## src/rtl/sub_pkg.sv

```systemverilog
// Shared types and helpers for the digit-serial subtractor.
package sub_pkg;

  // Operation sequencing: wait for operands, walk the digits, present the result.
  typedef enum logic [1:0] {
    IDLE = 2'd0,
    RUN  = 2'd1,
    DONE = 2'd2
  } state_t;

  // Number of digit cycles per operation; guarded so a bad DIGIT cannot divide by zero
  // before the elaboration check in the top level reports it.
  function automatic int ndig(input int width, input int digit);
    if (digit < 1) begin
      return 1;
    end else begin
      return width / digit;
    end
  endfunction

endpackage

```

## src/rtl/sub_digit_slice.sv

```systemverilog
// One digit of A + ~B + cin as a ripple chain of full adders.
module sub_digit_slice #(
  parameter int DIGIT = 8
) (
  input  logic [DIGIT-1:0] a_d,
  input  logic [DIGIT-1:0] b_d,
  input  logic             cin,
  output logic [DIGIT-1:0] s_d,
  output logic             cout
);

  logic [DIGIT-1:0] b_n_s;
  logic [DIGIT:0]   c_s;

  assign b_n_s  = ~b_d;
  assign c_s[0] = cin;

  for (genvar i = 0; i < DIGIT; i++) begin : g_fa
    assign s_d[i]   = a_d[i] ^ b_n_s[i] ^ c_s[i];
    assign c_s[i+1] = (a_d[i] & b_n_s[i]) | (a_d[i] & c_s[i]) | (b_n_s[i] & c_s[i]);
  end

  assign cout = c_s[DIGIT];

endmodule

```

## src/rtl/digit_serial_subtractor.sv

```systemverilog
// Multi-cycle a - b - bin, DIGIT bits per cycle, with valid/ready on both sides.
module digit_serial_subtractor
  import sub_pkg::*;
#(
  parameter int WIDTH = 32,
  parameter int DIGIT = 8
) (
  input  logic             clk,
  input  logic             rst_n,
  input  logic             in_valid,
  output logic             in_ready,
  input  logic [WIDTH-1:0] a,
  input  logic [WIDTH-1:0] b,
  input  logic             bin,
  output logic             out_valid,
  input  logic             out_ready,
  output logic [WIDTH-1:0] diff,
  output logic             bout,
  output logic             ovf
);

  localparam int NDIG = ndig(WIDTH, DIGIT);
  localparam int CW   = (NDIG > 1) ? $clog2(NDIG) : 1;

  if ((DIGIT < 1) || ((WIDTH % DIGIT) != 0)) begin : g_bad_params
    $error("digit_serial_subtractor: WIDTH must be a positive multiple of DIGIT");
  end

  state_t           state_r;
  logic [CW-1:0]    cnt_r;
  logic             carry_r;
  logic [WIDTH-1:0] a_r;
  logic [WIDTH-1:0] b_r;
  logic [WIDTH-1:0] diff_r;
  logic             bout_r;
  logic             ovf_r;
  logic             in_ready_r;
  logic             out_valid_r;

  logic [DIGIT-1:0] a_dig_s;
  logic [DIGIT-1:0] b_dig_s;
  logic [DIGIT-1:0] sum_s;
  logic             cout_s;
  logic             last_s;

  // Select the operand digit addressed by the counter and flag the final digit.
  always_comb begin
    a_dig_s = a_r[int'(cnt_r)*DIGIT +: DIGIT];
    b_dig_s = b_r[int'(cnt_r)*DIGIT +: DIGIT];
    if (cnt_r == CW'(NDIG - 1)) begin
      last_s = 1'b1;
    end else begin
      last_s = 1'b0;
    end
  end

  sub_digit_slice #(.DIGIT(DIGIT)) u_slice (
    .a_d  (a_dig_s),
    .b_d  (b_dig_s),
    .cin  (carry_r),
    .s_d  (sum_s),
    .cout (cout_s)
  );

  // Control FSM, digit counter, operand capture and registered result/handshake outputs.
  always_ff @(posedge clk or negedge rst_n) begin
    if (!rst_n) begin
      state_r     <= IDLE;
      cnt_r       <= '0;
      carry_r     <= 1'b0;
      a_r         <= '0;
      b_r         <= '0;
      diff_r      <= '0;
      bout_r      <= 1'b0;
      ovf_r       <= 1'b0;
      in_ready_r  <= 1'b1;
      out_valid_r <= 1'b0;
    end else begin
      case (state_r)
        IDLE: begin
          if (in_valid) begin
            a_r        <= a;
            b_r        <= b;
            carry_r    <= ~bin;
            cnt_r      <= '0;
            in_ready_r <= 1'b0;
            state_r    <= RUN;
          end
        end
        RUN: begin
          diff_r[int'(cnt_r)*DIGIT +: DIGIT] <= sum_s;
          carry_r <= cout_s;
          if (last_s) begin
            // Subtraction overflows only when operand signs differ and the
            // result sign departs from the minuend's.
            bout_r      <= ~cout_s;
            ovf_r       <= (a_r[WIDTH-1] != b_r[WIDTH-1]) && (sum_s[DIGIT-1] != a_r[WIDTH-1]);
            out_valid_r <= 1'b1;
            state_r     <= DONE;
          end else begin
            cnt_r <= cnt_r + CW'(1);
          end
        end
        DONE: begin
          if (out_ready) begin
            out_valid_r <= 1'b0;
            in_ready_r  <= 1'b1;
            state_r     <= IDLE;
          end
        end
        default: begin
          state_r     <= IDLE;
          in_ready_r  <= 1'b1;
          out_valid_r <= 1'b0;
        end
      endcase
    end
  end

  assign in_ready  = in_ready_r;
  assign out_valid = out_valid_r;
  assign diff      = diff_r;
  assign bout      = bout_r;
  assign ovf       = ovf_r;

endmodule

```

## config.mk

```make
export PLATFORM = sky130hd
export DESIGN_NAME = digit_serial_subtractor
export DESIGN_NICKNAME = d
export VERILOG_FILES = /design/src/rtl/sub_pkg.sv /design/src/rtl/sub_digit_slice.sv /design/src/rtl/digit_serial_subtractor.sv
export SDC_FILE = /design/constraint.sdc
export NUM_CORES = 1
export LEC_CHECK = 0
export BUFFER_PORTS_ARGS = -buffer_cell sky130_fd_sc_hd__clkbuf_2
export CORE_ASPECT_RATIO = 1.2
export CORE_MARGIN = 10
export CORE_UTILIZATION = 35
export CTS_CLUSTER_DIAMETER = 30
export DETAILED_ROUTE_END_ITERATION = 6
export GPL_ROUTABILITY_DRIVEN = 0
export HOLD_SLACK_MARGIN = 0.12
export PLACE_DENSITY = 0.54
export SYNTH_ARGS = -nofsm -noshare
export SYNTH_HDL_FRONTEND = slang
export SYNTH_SLANG_ARGS = --single-unit
```

## constraint.sdc

```tcl
create_clock -name clk -period 4.29 [get_ports clk]
set_input_delay 0.858 -clock clk [delete_from_list [all_inputs] [get_ports clk]]
set_output_delay 0.858 -clock clk [all_outputs]
set_load 0.02 [all_outputs]
```

==> results of run 1 <==
stage by stage:
| stage | hold WS (ps) | area, µm² | total power, mW | std cells |
|---|---|---|---|---|
| 2_1_floorplan | 475 | 4910 | 3.82 | 302 |
| 3_3_place_gp | 486 | 5560 | 4.59 | 573 |
| 3_5_place_dp | 491 | 5560 | 4.65 | 573 |
| 4_1_cts | 510 | 5870 | 5.53 | 589 |
| 5_1_grt | 520 | 5870 | 5.89 | 589 |
| 6_report | 503 | 5870 | 5.45 | 589 |
routing by layer:
metal | up-vias | track usage, % | share of wire (%)
met5 | - | 0 | 0
met4 | 0 | 6.14 | 2.6
met3 | 14 | 3.82 | 6.0
met2 | 81 | 18.6 | 46
met1 | 1465 | 16.1 | 45
li1 | 1319 | - | -
what timing repair did:
action                     4_1_cts  5_1_grt
setup endpoints to repair        5        5
pin swaps                        1        1
resized for setup                7        3
hold endpoints to repair         0        0
logic make-up after synthesis:
kind of cell	synth area share, %
mux	26.4
compound gates	7.03
buf+inv	5.11
flops	53.7
simple gates	2.94
fa+ha+maj	4.81
layout make-up:
class | count | area (µm²)
multi-input cells | 164 | 2040
well taps | 171 | 214
flip-flops and latches | 105 | 2630
clock inverters | 4 | 53.8
fillers | 1280 | 7890
clock buffers | 12 | 236
repair buffers | 116 | 629
inverters | 17 | 66.3
worst register-to-register path: stages (launching register included):
cell and delay (ps):
dfrtp_1 380, mux4_2 520, inv_2 70, fa_2 180, inv_1 50, fa_2 350, fa_2 350, fa_2 350
fa_2 360, fa_2 350, fa_2 340, inv_2 70, fa_1 450, nor2b_1 150, a21oi_1 140, o21ai_1 70
power breakdown:
group	internal, mW	leakage [nW]	total (mW)	switching [mW]
Clock	0.454	0.133	0.810	0.356
Combinational	1.49	1.40	2.88	1.40
Sequential	1.46	1.30	1.76	0.298
Total	3.40	2.83	5.45	2.05
flip-flops by register name, indices dropped and copies added, names as in the netlist:
name,cells
cnt_r,2
diff,32
carry_r,1
a_r,32
b_r,32
bout,1
ovf,1
out_valid,1
state_r,2
in_ready,1
final timing paths:
check | slack, ps | endpoint | from
setup / recovery | 8 | ovf$_DFFE_PN0P_ | cnt_r[0]$_DFFE_PN0P_
hold / removal | 500 | diff[4]$_DFFE_PN0P_ | diff[4]$_DFFE_PN0P_
setup reg to reg | 8 | ovf$_DFFE_PN0P_ | cnt_r[0]$_DFFE_PN0P_
hold reg to reg | 500 | diff[4]$_DFFE_PN0P_ | diff[4]$_DFFE_PN0P_
max in group asynchronous | 2820 | in_ready$_DFFE_PN1P_ | rst_n
min in group asynchronous | 530 | diff[5]$_DFFE_PN0P_ | rst_n
placed cells by master, fill, tap and decap left out, types with 4 or more instances in the layout:
cell,instances
dfrtp_1,104
clkbuf_2,103
mux2_4,50
a22o_1,32
mux4_2,16
mux2_2,16
inv_1,14
buf_4,11
nand2_1,9
clkbuf_16,9
fa_2,7
ha_1,6
nor2_1,4
o21ai_0,4
nor2b_1,4
and4_1,4
==> metrics.md, run 1 <==
| Metric | Value |
|---|---|
| Outcome | finished, final reports clean |
| Mapped Area | roughly 4900 µm² |
| Setup_tns | 0 ps |
| Synth cell count leaders | dfrtp_1, mux2_4, a22o_1 |
| Worst Skew | between 7 and 8 ps |
| DR vias/cell | roughly 4.9 |
| Ant. Diodes | 0 |
| Async set-reset flop share out of synthesis | 100% |
| Final setup viols | 0 |
| Area leader, netlist | dfrtp_1 |
| Hpwl dp | ~8.6 mm |
| Tmin final | around 4300 ps |
| # H-tree levels | 3 |
| CP max stage delay | roughly 520 ps |
| Crit-path slowest cell | mux4_2 |
| Top_reg_cell synth | dfrtp_1 |
| Actual slew at the worst max-slew pin | between 600 and 700 ps |
| Synth unique cells | 25 |
| Largest net degree at the start of global routing | 66 |
| RSZ-0062 raised after global routing | true |
| Total GRT Usage | roughly an eighth |
| Crit-path max FO | 3 |
| Max Cap Violations | 0 |
| Iter 0 DRT Violations | approximately 170 |
| Share of post-route cells with drive strength above 1 | a little over half |
| Clock transition at the registers of the reported paths | approximately 70 ps |
| Leak | between 2 and 3 nW |
| Vias | 2879 |
| Number of synthesized flops with an enable pin | 0 |
| Fin util | between 40% and 50% |
| Root buffer cell | clkbuf_16 |
| Main area contributors after synthesis | dfrtp_1, mux2_4, mux4_2 |
| Buffers and inverters on the worst path | 3 |
| Later-pin clock latency in the skew report | approximately 350 ps |
| Vias in the first global route | between 3000 and 4000 |
| Sink Count | ~110 |
| Synth warnings | 0 |
| TritonCTS clock tree | yes |
| Count leader, synth | dfrtp_1 |
| Crit. End Element | flop |
| # Post-CTS Setup Buffers | 0 |
| Clock buffer depth | 2 |
| Die outline height | 150 µm |
| CP Class | flop to flop |
| DIE WIDTH | roughly 130 µm |
| Initial Util | a little over a third |
| First-pass GRT wire length | 18.7 mm |
| First drt pass iteration count | 4 |
| Die ar. | roughly 19000 µm² |
| Most used cell, CP | fa_2 |
| Fin. max-slew vios | 0 |
| Core Area | roughly 14000 µm² |
| Worst min path class | flop to flop |
| Final worst setup slack | between 7 and 8 ps |
| P&R area growth vs syn | 20.0% |
| Max_slew headroom | around 56% |
| Sequential area share after synthesis | between 50% and 60% |
| Fin nets | slightly below 500 |
| CP cell instances | mux4_2 -> inv_2 -> fa_2 -> inv_1 -> fa_2 -> fa_2 -> fa_2 -> fa_2 -> fa_2 -> fa_2 -> inv_2 -> fa_1 -> nor2b_1 -> a21oi_1 -> o21ai_1 |
| I/O Buffers | 104 |
| Drt drc | 0 |
| Synth Area per Inst | about 16 µm² |
| Cts hold-fix bufs | 0 |
| Syn Inst Count | just over 300 |
| Post-Syn Nets | ~390 |
| R2r worst-path depth | 15 |
| Levels on crit path | 15 |
| CP Launch Type | flop |
| PD cells | 929 nW/µm² |
| Arr. time, crit path | 4510 ps |
| Initial antenna violation count | 0 |
| Grt total ovfl | 0 |
| CP delay by family, top | adder cells |
| DP Worst Slack | -104 ps |
| VDD IR max | 366 µV |
| Area share of the largest cell type after synthesis | between 50% and 60% |
| Placement row count | 47 |
| Yosys reg bits | approximately 110 |
| Ports | around 110 |
| Final worst path period share | approximately 100% |
| Hold Vio Cnt, Final | 0 |
| Drt total wl | 11.4 mm |
| WL per Instance | 19.3 µm |
| Total CTS buffers | 9 |
| Antenna-violating nets left | 0 |
| Worst hold stages | 1 |
| Req. time, crit path | roughly 4500 ps |
| F_max | around 230 MHz |
(Power assumes the default switching activity.)
==> run 2, diff against run 1 <==
--- a/config.mk
+++ b/config.mk
@@ -9,6 +9,7 @@
 export CORE_ASPECT_RATIO = 1.2
 export CORE_MARGIN = 10
 export CORE_UTILIZATION = 35
+export CTS_BUF_LIST = sky130_fd_sc_hd__clkbuf_16
 export CTS_CLUSTER_DIAMETER = 30
 export DETAILED_ROUTE_END_ITERATION = 6
 export GPL_ROUTABILITY_DRIVEN = 0
==> metrics.md, run 2 (same netlist as run 1, synthesis figures left out) <==
| Metric | Value |
|---|---|
| Outcome | finished, final reports clean |
| DIE WIDTH | 128 µm (unchanged) |
| Placed Cells | 573 (unchanged) |
| # Post-CTS Setup Buffers | 0 (unchanged) |
| Cell-internal power | 3.40 mW (-0.21%) |
| Max_slew headroom | 56.0% (about the same) |
| Final worst path period share | 99.8% (about the same) |
| Placement row count | 47 (unchanged) |
| Cts hold-fix bufs | 0 (unchanged) |
| Initial Util | 35.6% (unchanged) |
| Logic pwr share | 53.0% (about the same) |
| Vias | 2883 (+0.14%) |
| Ant. Diodes | 0 (unchanged) |
| Max Cap Violations | 0 (unchanged) |
| Drt total wl | 11.4 mm (about the same) |
| Hold EP | diff[4]$_DFFE_PN0P_ |
| Reg2Reg Capture Point | ovf$_DFFE_PN0P_ |
| Arr. time, crit path | 4510 ps (about the same) |
| CP Class | flop to flop |
| Total CTS buffers | 9 (unchanged) |
| Fin. max-slew vios | 0 (unchanged) |
| Layout fillers | 1280 (unchanged) |
| Root buffer cell | clkbuf_16 |
| Share of post-route cells with drive strength above 1 | 53.6% (unchanged) |
| Crit-path slowest cell | mux4_2 |
| Post-Layout Cell Count | 589 (unchanged) |
| VDD IR max | 366 µV (about the same) |
| CP Launch Type | flop |
| Req. time, crit path | 4520 ps (about the same) |
| Worst min path class | flop to flop |
| # H-tree levels | 3 (unchanged) |
| Initial antenna violation count | 0 (unchanged) |
| Reg-to-reg startpoint | cnt_r[0]$_DFFE_PN0P_ |
| I/O Buffers | 104 (unchanged) |
| F_max | 234 MHz (unchanged) |
| Grt total ovfl | 0 (unchanged) |
| Final worst setup slack | 7.77 ps (-0.00489 ps) |
| CP cell instances | mux4_2 -> inv_2 -> fa_2 -> inv_1 -> fa_2 -> fa_2 -> fa_2 -> fa_2 -> fa_2 -> fa_2 -> inv_2 -> fa_1 -> nor2b_1 -> a21oi_1 -> o21ai_1 |
| Clock buffer depth | 2 (unchanged) |
| Die ar. | 19100 µm² (unchanged) |
| WL per Instance | 19.3 µm (about the same) |
| R2r worst-path depth | 15 (unchanged) |
| Hold_ws | 503 ps (+0.0480 ps) |
| Commonest non-fill, non-tap cell in the layout | dfrtp_1 |
| Sink Count | 105 (unchanged) |
| R2r setup slk | 8 ps (about the same) |
| DR vias/cell | 4.89 (+0.14%) |
| Clock transition at the registers of the reported paths | 70 ps (about the same) |
| Final setup viols | 0 (unchanged) |
| Ports | 105 (unchanged) |
| First drt pass iteration count | 4 (unchanged) |
| RSZ-0062 raised after global routing | true |
| Iter 0 DRT Violations | 171 (unchanged) |
| TritonCTS clock tree | yes |
| Actual slew at the worst max-slew pin | 661 ps (-0.730 ps) |
| DP Worst Slack | -104 ps (unchanged) |
| Crit. End Element | flop |
| Most used cell, CP | fa_2 |
| Largest net degree at the start of global routing | 66 (unchanged) |
| Tmin final | 4280 ps (+0.00489 ps) |
| PD cells | 928 nW/µm² (-0.11%) |
| Worst hold stages | 1 (unchanged) |
| Flop pwr share | 32.3% (about the same) |
| First-pass GRT wire length | 18.7 mm (unchanged) |
| Die outline height | 150 µm (unchanged) |
| Hpwl dp | 8.62 mm (unchanged) |
| Net Sw Power | 2.05 mW (about the same) |
| Total GRT Usage | 12.5% (unchanged) |
| Antenna-violating nets left | 0 (unchanged) |
| Later-pin clock latency in the skew report | 350 ps (about the same) |
| P&R area growth vs syn | 20.0% (unchanged) |
| Overall power | 5.45 mW (-0.11%) |
| Hold Vio Cnt, Final | 0 (unchanged) |
| Fin nets | 496 (unchanged) |
| Core Area | 13800 µm² (unchanged) |
| Drt drc | 0 (unchanged) |
| Crit-path max FO | 3 (unchanged) |
| CP max stage delay | 520 ps (about the same) |
| Sw frac | 37.7% (+0.062 points) |
| Fin util | 42.7% (unchanged) |
| Worst Skew | 7.73 ps (-0.0923 ps) |
| Most frequent cells in the layout | dfrtp_1, clkbuf_2, mux2_4 |
| Leak | 2.84 nW (+0.44%) |
| Min-delay src | diff[4]$_DFFE_PN0P_ |
| Vias in the first global route | 3322 (unchanged) |
| Clock share of power | 14.7% (-0.2 points) |
-- run 2: cell count changes in the layout (fill, tap and decap cells not counted), sizes merged --
| cell | previous run | this run |
|---|---|---|
| clkbuf | 115 | 112 |
| inv | 17 | 20 |
-- run 2: timing repair --
action,4_1_cts,5_1_grt
endpoints found under the hold margin,0,0
endpoints found under the setup margin,5,5
gates resized for setup,7,3
pin swaps,1,1
-- run 2: per-layer routing --
metal	global-route usage (%)	up-vias	routed length, µm
met2	18.6	81	5270
met5	0	-	0
met4	6.14	0	295
met3	3.82	14	688
li1	-	1319	-
met1	16.1	1469	5130
-- run 2: power groups by stage --
stage	Clock (mW)	Combinational, mW	Sequential (mW)
after global routing	0.875	3.18	1.83
after global placement	0	2.82	1.77
after floorplan	0	1.99	1.82
final	0.803	2.89	1.76
after detailed placement	0	2.87	1.78
after CTS	0.831	2.92	1.77
-- run 2: final cells by class --
class	instances	area, µm²	share of cell area [%]
well taps	171	214	3.64
clock buffers	9	225	3.84
clock inverters	7	65.1	1.11
multi-input cells	164	2040	34.8
inverters	17	66.3	1.13
flip-flops and latches	105	2630	44.8
repair buffers	116	629	10.7
-- run 2: through the flow --
stage               area [µm²]  TNS (ps)
global placement          5560     -42.4
global route              5870      -301
floorplan                 4910     -81.2
finish                    5870         0
CTS                       5870     -8.39
detailed placement        5560      -342
-- run 2: worst max-delay path by stage --
| stage | from | to | slack (ps) | depth (start not counted) |
|---|---|---|---|---|
| after floorplan | cnt_r[0]$_DFFE_PN0P_ | ovf$_DFFE_PN0P_ | -80 | 16 |
| final | cnt_r[0]$_DFFE_PN0P_ | ovf$_DFFE_PN0P_ | 8 | 15 |
| after CTS | cnt_r[0]$_DFFE_PN0P_ | ovf$_DFFE_PN0P_ | -8 | 15 |
| after detailed placement | cnt_r[0]$_DFFE_PN0P_ | ovf$_DFFE_PN0P_ | -100 | 13 |
| after global placement | cnt_r[0]$_DFFE_PN0P_ | ovf$_DFFE_PN0P_ | -40 | 13 |
| after global routing | cnt_r[0]$_DFFE_PN0P_ | ovf$_DFFE_PN0P_ | -120 | 15 |
-- run 2: worst max-delay path, delay by kind of cell (launching register included) --
family,cells,cell delay (ps)
adders and majority gates,8,2720
muxes,1,520
DFF,1,380
AOI/OAI and AO/OA,2,210
buffers and inverters,3,190
and+or+nand+nor,1,150
==> run 3, diff against run 2 <==
--- a/config.mk
+++ b/config.mk
@@ -5,7 +5,7 @@
 export SDC_FILE = /design/constraint.sdc
 export NUM_CORES = 1
 export LEC_CHECK = 0
-export BUFFER_PORTS_ARGS = -buffer_cell sky130_fd_sc_hd__clkbuf_2
+export BUFFER_PORTS_ARGS = -buffer_cell sky130_fd_sc_hd__buf_2
 export CORE_ASPECT_RATIO = 1.2
 export CORE_MARGIN = 10
 export CORE_UTILIZATION = 35
==> metrics.md, run 3 (same netlist as run 1, synthesis figures left out) <==
| Metric | Value |
|---|---|
| Ports | 105 (unchanged) |
| Largest net degree at the start of global routing | 54 (-18%) |
| Leak | 2.86 nW (+0.46%) |
| P&R area growth vs syn | 20.0% (about the same) |
| Arr. time, crit path | 4490 ps (-20 ps) |
| Fin nets | 497 (+0.20%) |
| DP Area | 5560 µm² (about the same) |
| I/O Buffers | 104 (unchanged) |
| Root buffer cell | clkbuf_16 |
| Post-Layout Cell Count | 591 (+0.34%) |
| Cts hold-fix bufs | 0 (unchanged) |
| Core Area | 13800 µm² (unchanged) |
| DIE WIDTH | 128 µm (unchanged) |
| TritonCTS clock tree | yes |
| Drt total wl | 11.6 mm (+1.4%) |
| Die ar. | 19100 µm² (unchanged) |
| R2r worst-path depth | 15 (unchanged) |
| Drt drc | 0 (unchanged) |
| Crit-path max FO | 3 (unchanged) |
| # H-tree levels | 3 (unchanged) |
| Clock share of power | 15.2% (+0.5 points) |
| Actual slew at the worst max-slew pin | 891 ps (+230 ps) |
| Final worst setup slack | 27.8 ps (+20.0 ps) |
| Worst Skew | 11.3 ps (+3.56 ps) |
| DP Worst Slack | -138 ps (-34.0 ps) |
| Share of post-route cells with drive strength above 1 | 53.7% (+0.11 points) |
| VDD IR max | 392 µV (+7.1%) |
| CP Class | flop to flop |
| Sw frac | 37.7% (about the same) |
| Placement row count | 47 (unchanged) |
| Grt total ovfl | 0 (unchanged) |
| CP Launch Type | flop |
| Final setup viols | 0 (unchanged) |
| F_max | 235 MHz (+0.47%) |
| Fin. max-slew vios | 0 (unchanged) |
| R2r setup slk | 30 ps (+20 ps) |
| Antenna-violating nets left | 0 (unchanged) |
| WL per Instance | 19.5 µm (+1.1%) |
| Net Sw Power | 2.05 mW (about the same) |
| Commonest non-fill, non-tap cell in the layout | dfrtp_1 |
| Final Cell Area | 5870 µm² (about the same) |
| First drt pass iteration count | 4 (unchanged) |
| Worst hold stages | 1 (unchanged) |
| Sink Count | 105 (unchanged) |
| Clock transition at the registers of the reported paths | 70 ps (about the same) |
| Total GRT Usage | 12.3% (-0.14 points) |
| Initial Util | 35.6% (unchanged) |
| Iter 0 DRT Violations | 181 (+5.8%) |
| Crit. End Element | flop |
| Hold Vio Cnt, Final | 0 (unchanged) |
| RSZ-0062 raised after global routing | true |
| Clock buffer depth | 2 (unchanged) |
| Reg-to-reg startpoint | cnt_r[0]$_DFFE_PN0P_ |
| PD cells | 928 nW/µm² (about the same) |
| Vias | 2908 (+0.87%) |
| Cell-internal power | 3.39 mW (about the same) |
| Vias in the first global route | 3265 (-1.7%) |
| Tmin final | 4260 ps (-20.0 ps) |
| Initial antenna violation count | 1 (+1) |
| Flop pwr share | 32.1% (-0.2 points) |
| Logic pwr share | 52.7% (-0.3 points) |
| Die outline height | 150 µm (unchanged) |
| Outcome | finished, final reports clean |
| Placed Cells | 574 (+0.17%) |
| Final worst path period share | 99.4% (-0.47 points) |
| Min-delay src | diff[7]$_DFFE_PN0P_ |
| Hold EP | diff[7]$_DFFE_PN0P_ |
| Reg2Reg Capture Point | ovf$_DFFE_PN0P_ |
| Hpwl dp | 8.68 mm (+0.64%) |
| Max_slew headroom | 40.6% (-15 points) |
| First-pass GRT wire length | 18.4 mm (-1.6%) |
| DR vias/cell | 4.92 (+0.53%) |
| Later-pin clock latency in the skew report | 350 ps (about the same) |
| Req. time, crit path | 4520 ps (about the same) |
| Hold_ws | 504 ps (+1.10 ps) |
| Worst min path class | flop to flop |
| Total CTS buffers | 9 (unchanged) |
| Most frequent cells in the layout | dfrtp_1, buf_2, mux2_4 |
| Max Cap Violations | 0 (unchanged) |
-- run 3: routing by layer --
layer / track usage, % / share of wire, %
met5: 0 / 0
met2: 18.7 / 47
met3: 3.57 / 6.2
met1: 16.0 / 45
met4: 5.64 / 2.1
-- run 3: power by group through the flow --
| stage | clock network, mW | registers (mW) | logic (mW) |
|---|---|---|---|
| finish | 0.829 | 1.75 | 2.87 |
| global route | 0.892 | 1.82 | 3.16 |
| CTS | 0.856 | 1.76 | 2.91 |
| detailed placement | 0 | 1.77 | 2.85 |
| global placement | 0 | 1.76 | 2.82 |
| floorplan | 0 | 1.82 | 1.99 |
-- run 3: stage by stage --
step	power, mW	util, %	setup TNS (ps)
after CTS	5.52	42.6	-31.5
after floorplan	3.82	-	-81.2
final	5.45	42.7	0
after global placement	4.58	40.4	-40.1
after global routing	5.87	42.6	-305
after detailed placement	4.62	40.4	-461
-- run 3: layout make-up --
class,instances,area (µm²)
Inverter,17,63.8
Tap cell,171,214
Clock buffer,9,225
Clock inverter,7,71.3
Sequential cell,105,2630
Multi-Input combinational cell,164,2040
Antenna cell,1,2.50
Timing Repair Buffer,117,624
Fill cell,1287,7890
-- run 3: worst max path at each step --
stage	start	cells after the start	slack, ps	endpoint
4_1_cts	cnt_r[0]$_DFFE_PN0P_	15	-30	ovf$_DFFE_PN0P_
6_report	cnt_r[0]$_DFFE_PN0P_	15	30	ovf$_DFFE_PN0P_
3_3_place_gp	cnt_r[0]$_DFFE_PN0P_	13	-40	ovf$_DFFE_PN0P_
5_1_grt	cnt_r[0]$_DFFE_PN0P_	15	-130	ovf$_DFFE_PN0P_
2_1_floorplan	cnt_r[0]$_DFFE_PN0P_	16	-80	ovf$_DFFE_PN0P_
3_5_place_dp	cnt_r[0]$_DFFE_PN0P_	13	-140	ovf$_DFFE_PN0P_
-- run 3: critical path: stages (launching register included) --
cell	delay (ps)
dfrtp_1	380
mux4_2	510
inv_2	70
fa_1	160
inv_1	50
fa_2	340
fa_2	350
fa_2	350
fa_2	360
fa_2	350
fa_2	340
inv_2	70
fa_1	440
nor2b_1	150
a21oi_1	120
o21ai_1	70
-- run 3: what timing repair did --
| action | 4_1_cts | 5_1_grt |
|---|---|---|
| pin swaps | 1 | 2 |
| setup endpoints to repair | 5 | 5 |
| cloned | 0 | 0 |
| buffers inserted | 0 | 0 |
| resized for setup | 7 | 1 |
